--- config.mk ---
export PLATFORM = sky130hd
export DESIGN_NAME = pipe_hazard_ctrl_flat
export DESIGN_NICKNAME = d
export VERILOG_FILES = /design/src/rtl/pipe_pkg.sv /design/src/rtl/pipe_hazard_ctrl_if.sv /design/src/rtl/pipe_hazard_ctrl_md_busy_timer.sv /design/src/rtl/pipe_hazard_ctrl.sv /design/src/flat_wrapper.sv
export SDC_FILE = /design/constraint.sdc
export NUM_CORES = 1
export LEC_CHECK = 0
export ABC_AREA = 1
export BUFFER_PORTS_ARGS = -buffer_cell sky130_fd_sc_hd__buf_2
export CAP_MARGIN = 20
export CORE_UTILIZATION = 38
export CTS_CLUSTER_SIZE = 28
export DETAILED_ROUTE_END_ITERATION = 7
export PLACE_DENSITY = 0.77
export SLEW_MARGIN = 20
export SYNTH_ARGS = -nofsm -noshare
export SYNTH_HDL_FRONTEND = slang
export SYNTH_SLANG_ARGS = --single-unit
--- constraint.sdc ---
create_clock -name clk -period 1.38 [get_ports clk]
set_clock_uncertainty 0.1 [all_clocks]
set_input_delay 0.069 -clock clk [delete_from_list [all_inputs] [get_ports clk]]
set_output_delay 0.069 -clock clk [all_outputs]
set_load 0.005 [all_outputs]
--- src/rtl/pipe_pkg.sv ---
// Shared constants and helpers for the MIPS pipeline hazard controller.
package pipe_pkg;

    localparam int unsigned REG_W           = 5;
    localparam int unsigned TNEW_W          = 2;
    localparam int unsigned STALL_CNT_W     = 32;
    localparam int unsigned MULT_CYCLES_DEF = 5;
    localparam int unsigned DIV_CYCLES_DEF  = 10;
    localparam int unsigned CNT_W_DEF       = 4;

    localparam logic [TNEW_W-1:0] TUSE_NONE = TNEW_W'(3);
    localparam logic [REG_W-1:0]  REG_ZERO  = 5'd0;

    typedef enum logic [1:0] {
        ACT_NORMAL = 2'd0,
        ACT_STALL  = 2'd1,
        ACT_FLUSH  = 2'd2
    } hz_action_e;

    // One producer stage blocks D when it writes the source register too late for D's use.
    function automatic logic stage_blocks(
        input logic [REG_W-1:0]  src,
        input logic [TNEW_W-1:0] tuse,
        input logic [REG_W-1:0]  a3,
        input logic              regwe,
        input logic [TNEW_W-1:0] tnew
    );
        return regwe && (a3 == src) && (tuse < tnew);
    endfunction

endpackage

--- src/rtl/pipe_hazard_ctrl_if.sv ---
// Bundle of pipeline-stage hazard inputs and register enable/clear outputs.
interface pipe_hazard_ctrl_if;
    import pipe_pkg::*;

    logic [REG_W-1:0]       D_rs;
    logic [REG_W-1:0]       D_rt;
    logic [TNEW_W-1:0]      D_Tuse_rs;
    logic [TNEW_W-1:0]      D_Tuse_rt;
    logic                   D_is_md;
    logic [REG_W-1:0]       E_A3;
    logic                   E_regwe;
    logic [TNEW_W-1:0]      E_Tnew;
    logic [REG_W-1:0]       M_A3;
    logic                   M_regwe;
    logic [TNEW_W-1:0]      M_Tnew;
    logic                   E_md_start;
    logic                   E_md_div;
    logic                   req;
    logic                   fd_en;
    logic                   d_clr;
    logic                   e_clr;
    logic                   m_clr;
    logic                   w_clr;
    logic                   md_busy;
    logic [STALL_CNT_W-1:0] stall_cnt;

    modport master (
        output D_rs, D_rt, D_Tuse_rs, D_Tuse_rt, D_is_md,
        output E_A3, E_regwe, E_Tnew, M_A3, M_regwe, M_Tnew,
        output E_md_start, E_md_div, req,
        input  fd_en, d_clr, e_clr, m_clr, w_clr, md_busy, stall_cnt
    );

    modport slave (
        input  D_rs, D_rt, D_Tuse_rs, D_Tuse_rt, D_is_md,
        input  E_A3, E_regwe, E_Tnew, M_A3, M_regwe, M_Tnew,
        input  E_md_start, E_md_div, req,
        output fd_en, d_clr, e_clr, m_clr, w_clr, md_busy, stall_cnt
    );

endinterface

--- src/rtl/pipe_hazard_ctrl_md_busy_timer.sv ---
// Countdown for the multi-cycle mult/div unit; busy is registered from the next count.
module md_busy_timer #(
    parameter int unsigned CNT_W = 4
) (
    input  logic             clk,
    input  logic             rst_n,
    input  logic             load_i,
    input  logic [CNT_W-1:0] load_val_i,
    output logic             busy_o
);

    logic [CNT_W-1:0] cnt_q, cnt_d;
    logic             busy_q;

    always_comb begin
        cnt_d = cnt_q;
        if (load_i) begin
            cnt_d = load_val_i;
        end else if (cnt_q != '0) begin
            cnt_d = cnt_q - CNT_W'(1);
        end
    end

    always_ff @(posedge clk or negedge rst_n) begin
        if (!rst_n) begin
            cnt_q  <= '0;
            busy_q <= 1'b0;
        end else begin
            cnt_q  <= cnt_d;
            busy_q <= (cnt_d != '0);
        end
    end

    assign busy_o = busy_q;

endmodule

--- src/rtl/pipe_hazard_ctrl.sv ---
// Stall/flush scheduler for the 5-stage MIPS pipeline.
// Optional stall-cycle counter enabled by defining STALL_PERF_EN.
module pipe_hazard_ctrl
    import pipe_pkg::*;
#(
    parameter int unsigned MULT_CYCLES = MULT_CYCLES_DEF,
    parameter int unsigned DIV_CYCLES  = DIV_CYCLES_DEF,
    parameter int unsigned CNT_W       = CNT_W_DEF
) (
    input  logic               clk,
    input  logic               reset,
    pipe_hazard_ctrl_if.slave  hz
);

    logic       stall_rs, stall_rt, stall_md, stall;
    logic       md_load;
    hz_action_e act;

    // W always forwards in time, so only E and M are compared.
    always_comb begin
        stall_rs = (hz.D_rs != REG_ZERO) &&
                   (stage_blocks(hz.D_rs, hz.D_Tuse_rs, hz.E_A3, hz.E_regwe, hz.E_Tnew) ||
                    stage_blocks(hz.D_rs, hz.D_Tuse_rs, hz.M_A3, hz.M_regwe, hz.M_Tnew));
        stall_rt = (hz.D_rt != REG_ZERO) &&
                   (stage_blocks(hz.D_rt, hz.D_Tuse_rt, hz.E_A3, hz.E_regwe, hz.E_Tnew) ||
                    stage_blocks(hz.D_rt, hz.D_Tuse_rt, hz.M_A3, hz.M_regwe, hz.M_Tnew));
        stall_md = hz.D_is_md && (hz.md_busy || hz.E_md_start);
        stall    = stall_rs || stall_rt || stall_md;
    end

    // Reset forces the free-running state so no register is gated while reset is low.
    always_comb begin
        act = ACT_NORMAL;
        if (!reset) begin
            act = ACT_NORMAL;
        end else if (hz.req) begin
            act = ACT_FLUSH;
        end else if (stall) begin
            act = ACT_STALL;
        end
    end

    always_comb begin
        hz.fd_en = 1'b1;
        hz.d_clr = 1'b0;
        hz.e_clr = 1'b0;
        hz.m_clr = 1'b0;
        hz.w_clr = 1'b0;
        unique case (act)
            ACT_FLUSH: begin
                hz.d_clr = 1'b1;
                hz.e_clr = 1'b1;
                hz.m_clr = 1'b1;
                hz.w_clr = 1'b1;
            end
            ACT_STALL: begin
                hz.fd_en = 1'b0;
                hz.e_clr = 1'b1;
            end
            default: ;
        endcase
    end

    // A flushed E instruction never starts the md unit.
    assign md_load = hz.E_md_start && !hz.req;

    md_busy_timer #(
        .CNT_W (CNT_W)
    ) u_md_timer (
        .clk        (clk),
        .rst_n      (reset),
        .load_i     (md_load),
        .load_val_i (hz.E_md_div ? CNT_W'(DIV_CYCLES) : CNT_W'(MULT_CYCLES)),
        .busy_o     (hz.md_busy)
    );

`ifdef STALL_PERF_EN
    logic [STALL_CNT_W-1:0] stall_cnt_q, stall_cnt_d;

    always_comb begin
        stall_cnt_d = stall_cnt_q;
        if (act == ACT_STALL) begin
            stall_cnt_d = stall_cnt_q + STALL_CNT_W'(1);
        end
    end

    always_ff @(posedge clk or negedge reset) begin
        if (!reset) begin
            stall_cnt_q <= '0;
        end else begin
            stall_cnt_q <= stall_cnt_d;
        end
    end

    assign hz.stall_cnt = stall_cnt_q;
`else
    assign hz.stall_cnt = '0;
`endif

endmodule
--- src/flat_wrapper.sv ---
// flat-port wrapper written by rule: the top's interface ports become plain ports
module pipe_hazard_ctrl_flat import pipe_pkg::*;
#(
    parameter int unsigned MULT_CYCLES = MULT_CYCLES_DEF,
    parameter int unsigned DIV_CYCLES  = DIV_CYCLES_DEF,
    parameter int unsigned CNT_W       = CNT_W_DEF
)
  (clk, reset, hz_D_rs, hz_D_rt, hz_D_Tuse_rs, hz_D_Tuse_rt, hz_D_is_md, hz_E_A3, hz_E_regwe, hz_E_Tnew, hz_M_A3, hz_M_regwe, hz_M_Tnew, hz_E_md_start, hz_E_md_div, hz_req, hz_fd_en, hz_d_clr, hz_e_clr, hz_m_clr, hz_w_clr, hz_md_busy, hz_stall_cnt);
  pipe_hazard_ctrl_if hz_i ();
  input  logic clk;
  input  logic reset;
  input wire logic [$bits(hz_i.D_rs)-1:0] hz_D_rs;
  input wire logic [$bits(hz_i.D_rt)-1:0] hz_D_rt;
  input wire logic [$bits(hz_i.D_Tuse_rs)-1:0] hz_D_Tuse_rs;
  input wire logic [$bits(hz_i.D_Tuse_rt)-1:0] hz_D_Tuse_rt;
  input wire logic [$bits(hz_i.D_is_md)-1:0] hz_D_is_md;
  input wire logic [$bits(hz_i.E_A3)-1:0] hz_E_A3;
  input wire logic [$bits(hz_i.E_regwe)-1:0] hz_E_regwe;
  input wire logic [$bits(hz_i.E_Tnew)-1:0] hz_E_Tnew;
  input wire logic [$bits(hz_i.M_A3)-1:0] hz_M_A3;
  input wire logic [$bits(hz_i.M_regwe)-1:0] hz_M_regwe;
  input wire logic [$bits(hz_i.M_Tnew)-1:0] hz_M_Tnew;
  input wire logic [$bits(hz_i.E_md_start)-1:0] hz_E_md_start;
  input wire logic [$bits(hz_i.E_md_div)-1:0] hz_E_md_div;
  input wire logic [$bits(hz_i.req)-1:0] hz_req;
  output wire logic [$bits(hz_i.fd_en)-1:0] hz_fd_en;
  output wire logic [$bits(hz_i.d_clr)-1:0] hz_d_clr;
  output wire logic [$bits(hz_i.e_clr)-1:0] hz_e_clr;
  output wire logic [$bits(hz_i.m_clr)-1:0] hz_m_clr;
  output wire logic [$bits(hz_i.w_clr)-1:0] hz_w_clr;
  output wire logic [$bits(hz_i.md_busy)-1:0] hz_md_busy;
  output wire logic [$bits(hz_i.stall_cnt)-1:0] hz_stall_cnt;
  assign hz_i.D_rs = hz_D_rs;
  assign hz_i.D_rt = hz_D_rt;
  assign hz_i.D_Tuse_rs = hz_D_Tuse_rs;
  assign hz_i.D_Tuse_rt = hz_D_Tuse_rt;
  assign hz_i.D_is_md = hz_D_is_md;
  assign hz_i.E_A3 = hz_E_A3;
  assign hz_i.E_regwe = hz_E_regwe;
  assign hz_i.E_Tnew = hz_E_Tnew;
  assign hz_i.M_A3 = hz_M_A3;
  assign hz_i.M_regwe = hz_M_regwe;
  assign hz_i.M_Tnew = hz_M_Tnew;
  assign hz_i.E_md_start = hz_E_md_start;
  assign hz_i.E_md_div = hz_E_md_div;
  assign hz_i.req = hz_req;
  assign hz_fd_en = hz_i.fd_en;
  assign hz_d_clr = hz_i.d_clr;
  assign hz_e_clr = hz_i.e_clr;
  assign hz_m_clr = hz_i.m_clr;
  assign hz_w_clr = hz_i.w_clr;
  assign hz_md_busy = hz_i.md_busy;
  assign hz_stall_cnt = hz_i.stall_cnt;
  pipe_hazard_ctrl #(.MULT_CYCLES(MULT_CYCLES), .DIV_CYCLES(DIV_CYCLES), .CNT_W(CNT_W)) u_core (.clk(clk), .reset(reset), .hz(hz_i));
endmodule
==> load_flow_metrics.sql <==
INSERT INTO impl_metrics (metric_group, metric, value, unit) VALUES
('place', 'placedInstanceArea', '1250', 'sq um'),
('drt', 'via_per_inst', '4.18', ''),
('outcome', 'status', 'finished with violations', ''),
('grt', 'antenna_found_initial', '0', ''),
('drt', 'remaining_drc_errors', '0', ''),
('floorplanning', 'io-pin-count', '74', ''),
('grt', 'grtUsageTotal', '16.8', '%'),
('setup_path', 'slowest_stage', 'sky130_fd_sc_hd__ha_1', ''),
('synthesis', 'synth.avg_cell_area', '5.59', 'sq um'),
('timing', 'final_critical_path_setup_slack', '-0.153', 'ns'),
('worst_hold_path', 'class_of_the_tightest_hold_or_removal_check', 'in -> reg', ''),
('synthesis', 'netlist-cell-type-count', '21', ''),
('grt', 'grt_pass1_vias', '1010', ''),
('timing', 'min_period_over_period', '111', '%'),
('outcome', 'violations', 'setup timing', ''),
('setup_path', 'crit_top_cell', 'sky130_fd_sc_hd__nand2_1', ''),
('grt', 'global_route_wire_length_before_repair', '4210', 'um'),
('place', 'gp_congestion', '0.863', ''),
('floorplanning', 'placementRows', '19', ''),
('drt', 'dr.first_iter.drc_count', '52', ''),
('setup_path', 'setup.worst_path.class', 'in -> out', ''),
('cells_and_area', 'postLayoutCellArea', '1460', 'sq um'),
('grt', 'gr-total-overflow', '0', ''),
('floorplanning', 'die_area', '3160', 'sq um'),
('setup_path', 'cp_max_fo', '2', ''),
('cells_and_area', 'nets', '293', ''),
('power', 'peakVddDrop', '984', 'uV'),
('synthesis', 'seq_area_frac_synth', '11.2', '%'),
('clock_network', 'clk_root_buffer_cell', 'sky130_fd_sc_hd__clkbuf_4', ''),
('floorplanning', 'die_width', '56.2', 'um'),
('timing', 'final_hold_viol_count', '0', ''),
('setup_path', 'worst_path_largest_cell_delay', '0.21', 'ns'),
('synthesis', 'yosysWarnings', '0', ''),
('clock_network', 'clock-sinks', '5', ''),
('timing', 'grt_setup_unrepaired', 'yes', ''),
('cells_and_area', 'post-route-util', '52.5', '%'),
('setup_path', 'critical_path.endpoint_type', 'output pin', ''),
('setup_path', 'cp_num_buf_inv', '5', ''),
('place', 'post-dp-hpwl', '2040', 'um'),
('drt', 'num_vias', '1174', ''),
('clock_network', 'clk_transition_reported_paths', '0.04', 'ns'),
('floorplanning', 'placeableCoreArea', '2780', 'sq um'),
('setup_path', 'crit_arrival', '1.36', 'ns'),
('setup_path', 'critical_path.startpoint_type', 'input port', ''),
('clock_network', 'numCtsBuffers', '3', ''),
('drt', 'drt_first_pass_iters', '7', ''),
('clock_network', 'maximum_buffer_depth_of_the_clock_tree', '2', ''),
('timing', 'achievable-frequency', '652', 'MHz'),
('place', 'portBuffers', '41', ''),
('drt', 'wire_per_inst', '9.36', 'um'),
('drt', 'routed_wirelength', '2630', 'um'),
('synthesis', 'synthCells', '200', ''),
('cells_and_area', 'final_layout_size_suffix_gt1_share', '31.2', '%'),
('clock_network', 'tritoncts', 'built', ''),
('setup_path', 'cp_top_family', 'simple AND/OR/NAND/NOR gates', ''),
('synthesis', 'netlist_area', '1120', 'sq um'),
('timing', 'final_critical_path_required_period', '1.53', 'ns'),
('timing', 'finalSetupViolations', '2', ''),
('clock_network', 'clkLatencyLatePin', '0.24', 'ns'),
('power', 'power_density', '896', 'nW/um^2'),
('setup_path', 'cp_cell_sequence', 'buf_6 -> inv_4 -> ha_4 -> a21boi_2 -> nor2_1 -> nand2_1 -> nand2_1 -> nand2_1 -> nand3_1 -> nand2_1 -> inv_1 -> ha_1 -> inv_1 -> buf_2', ''),
('grt', 'grt_max_degree', '6', ''),
('floorplanning', 'vertical_die_dimension', '56.2', 'um'),
('run', 'maxCapViolCount', '0', ''),
('setup_path', 'cp.required', '1.21', 'ns'),
('timing', 'setup_tns', '-0.221', 'ns'),
('power', 'power.leakage', '0.000912', 'uW'),
('timing', 'slew_violations', '0', ''),
('clock_network', 'cts_htree_levels', '1', ''),
('floorplanning', 'start_util', '40.2', '%'),
('cells_and_area', 'area_growth_syn_to_layout', '30.7', '%'),
('synthesis', 'synth_seq_cells', '5', ''),
('drt', 'drtAntennaViolNets', '0', ''),
('power', 'power', '1310', 'uW'),
('cells_and_area', 'antenna_cells', '0', '');
## synth_stat cells
cell type / number / area share, %
sky130_fd_sc_hd__nand3_1: 9 / 4.0
sky130_fd_sc_hd__nor2_2: 2 / 1.1
sky130_fd_sc_hd__nor2_1: 20 / 6.7
sky130_fd_sc_hd__o21ai_1: 2 / 0.90
sky130_fd_sc_hd__ha_1: 6 / 6.7
sky130_fd_sc_hd__and2_4: 1 / 0.78
sky130_fd_sc_hd__a21oi_1: 1 / 0.45
sky130_fd_sc_hd__xnor2_1: 3 / 2.4
sky130_fd_sc_hd__xor2_1: 2 / 1.6
sky130_fd_sc_hd__nor3_1: 2 / 0.90
sky130_fd_sc_hd__a21boi_0: 3 / 2.0
sky130_fd_sc_hd__buf_4: 34 / 23
sky130_fd_sc_hd__o21ai_0: 3 / 1.3
sky130_fd_sc_hd__conb_1: 1 / 0.34
sky130_fd_sc_hd__o22ai_1: 1 / 0.56
sky130_fd_sc_hd__a21o_1: 1 / 0.67
sky130_fd_sc_hd__inv_2: 6 / 2.0
sky130_fd_sc_hd__nand2_1: 61 / 20
sky130_fd_sc_hd__dfrtp_1: 5 / 11
sky130_fd_sc_hd__inv_1: 36 / 12
sky130_fd_sc_hd__nand3_2: 1 / 0.90
## power by group
| part | switching, uW | internal (uW) | total, uW |
|---|---|---|---|
| clock network | 63.2 | 110 | 173 |
| logic | 439 | 426 | 865 |
| registers | 48.0 | 222 | 270 |
## kinds of logic after synthesis
group                      after synthesis  synth area share [%]
DFF                                      5                  11.2
and+or+nand+nor                         96                  34.9
adders and majority gates                6                  6.72
xor gates and xnor gates                 5                  3.92
other                                    1                 0.336
AOI/OAI and AO/OA                       11                  5.93
buffers and inverters                   76                  37.0
## worst register-to-register path: stages, from the launching register on
cell,delay (ns)
sky130_fd_sc_hd__dfrtp_1,0.36
sky130_fd_sc_hd__inv_2,0.06
sky130_fd_sc_hd__ha_4,0.17
sky130_fd_sc_hd__nand3_4,0.07
sky130_fd_sc_hd__o21ai_1,0.06
sky130_fd_sc_hd__a21o_1,0.15
sky130_fd_sc_hd__and2_4,0.14
sky130_fd_sc_hd__nor2_4,0.07
sky130_fd_sc_hd__nand2_1,0.06
## metrics by stage
| step | std cells | hold slack [ns] | setup slack (ns) |
|---|---|---|---|
| 2_1_floorplan | 231 | -0.327 | 0.00875 |
| 3_3_place_gp | 273 | -0.198 | -0.233 |
| 3_5_place_dp | 273 | -0.197 | -0.252 |
| 4_1_cts | 279 | 0.0804 | -0.187 |
| 5_1_grt | 281 | 0.127 | -0.283 |
| 6_report | 281 | 0.0737 | -0.153 |
## registers in the layout, indices dropped and copies added, names as in the netlist
name / flops
u_core.u_md_timer.cnt_q: 4
u_core.u_md_timer.busy_o: 1
## final timing paths
path | start | to | slack (ns) | cells after the start
worst max-delay path | hz_E_Tnew[1] | hz_e_clr | -0.15 | 14
worst min-delay path | hz_req | u_core.u_md_timer.cnt_q[2]$_DFF_PN0_ | 0.07 | 4
worst max register to register | u_core.u_md_timer.cnt_q[1]$_DFF_PN0_ | u_core.u_md_timer.busy_o$_DFF_PN0_ | 0.03 | 8
worst min register to register | u_core.u_md_timer.cnt_q[1]$_DFF_PN0_ | u_core.u_md_timer.cnt_q[1]$_DFF_PN0_ | 0.54 | 3
max in group asynchronous | reset | u_core.u_md_timer.cnt_q[3]$_DFF_PN0_ | 0.85 | 2
min in group asynchronous | reset | u_core.u_md_timer.cnt_q[1]$_DFF_PN0_ | 0.14 | 2
## final cells by class
cell class | count | area, sq um
Sequential cell | 5 | 125
Tap cell | 31 | 38.8
Timing Repair Buffer | 49 | 303
Inverter | 42 | 165
Fill cell | 281 | 1320
Clock buffer | 4 | 26.3
Multi-Input combinational cell | 150 | 802
## layer usage
layer  global-route usage, %  vias up  part of all wire (%)
met5                       0        -                     0
met4                    3.83        0                  0.65
met3                    1.63        2                   7.1
met2                    29.3       59                    50
met1                    22.2      486                    42
li1                        -      627                     -
## cell usage in the layout, fill, tap and decap left out, types with 2 or more instances in the layout
| cell | Yosys | layout |
|---|---|---|
| sky130_fd_sc_hd__nand2_1 | 61 | 61 |
| sky130_fd_sc_hd__buf_2 | 0 | 37 |
| sky130_fd_sc_hd__conb_1 | 1 | 32 |
| sky130_fd_sc_hd__inv_1 | 36 | 30 |
| sky130_fd_sc_hd__nor2_1 | 20 | 19 |
| sky130_fd_sc_hd__inv_2 | 6 | 10 |
| sky130_fd_sc_hd__nand3_1 | 9 | 9 |
| sky130_fd_sc_hd__buf_4 | 34 | 6 |
| sky130_fd_sc_hd__ha_4 | 0 | 5 |
| sky130_fd_sc_hd__dfrtp_1 | 5 | 5 |
| sky130_fd_sc_hd__a21boi_2 | 0 | 3 |
| sky130_fd_sc_hd__o21ai_1 | 2 | 3 |
| sky130_fd_sc_hd__clkbuf_4 | 0 | 3 |
| sky130_fd_sc_hd__xnor2_1 | 3 | 2 |
| sky130_fd_sc_hd__nor2_2 | 2 | 2 |
| sky130_fd_sc_hd__nor3_1 | 2 | 2 |
| sky130_fd_sc_hd__xor2_1 | 2 | 2 |
| sky130_fd_sc_hd__dlygate4sd3_1 | 0 | 2 |
| sky130_fd_sc_hd__buf_8 | 0 | 2 |
| sky130_fd_sc_hd__buf_6 | 0 | 2 |
## repair_timing
action,in CTS,in global routing
pin swaps,15,19
cloned,0,0
hold buffers,2,0
endpoints found under the hold margin,6,0
buffers inserted,0,2
resized for setup,28,10
setup endpoints to repair,3,3
(Power assumes the default switching activity.)
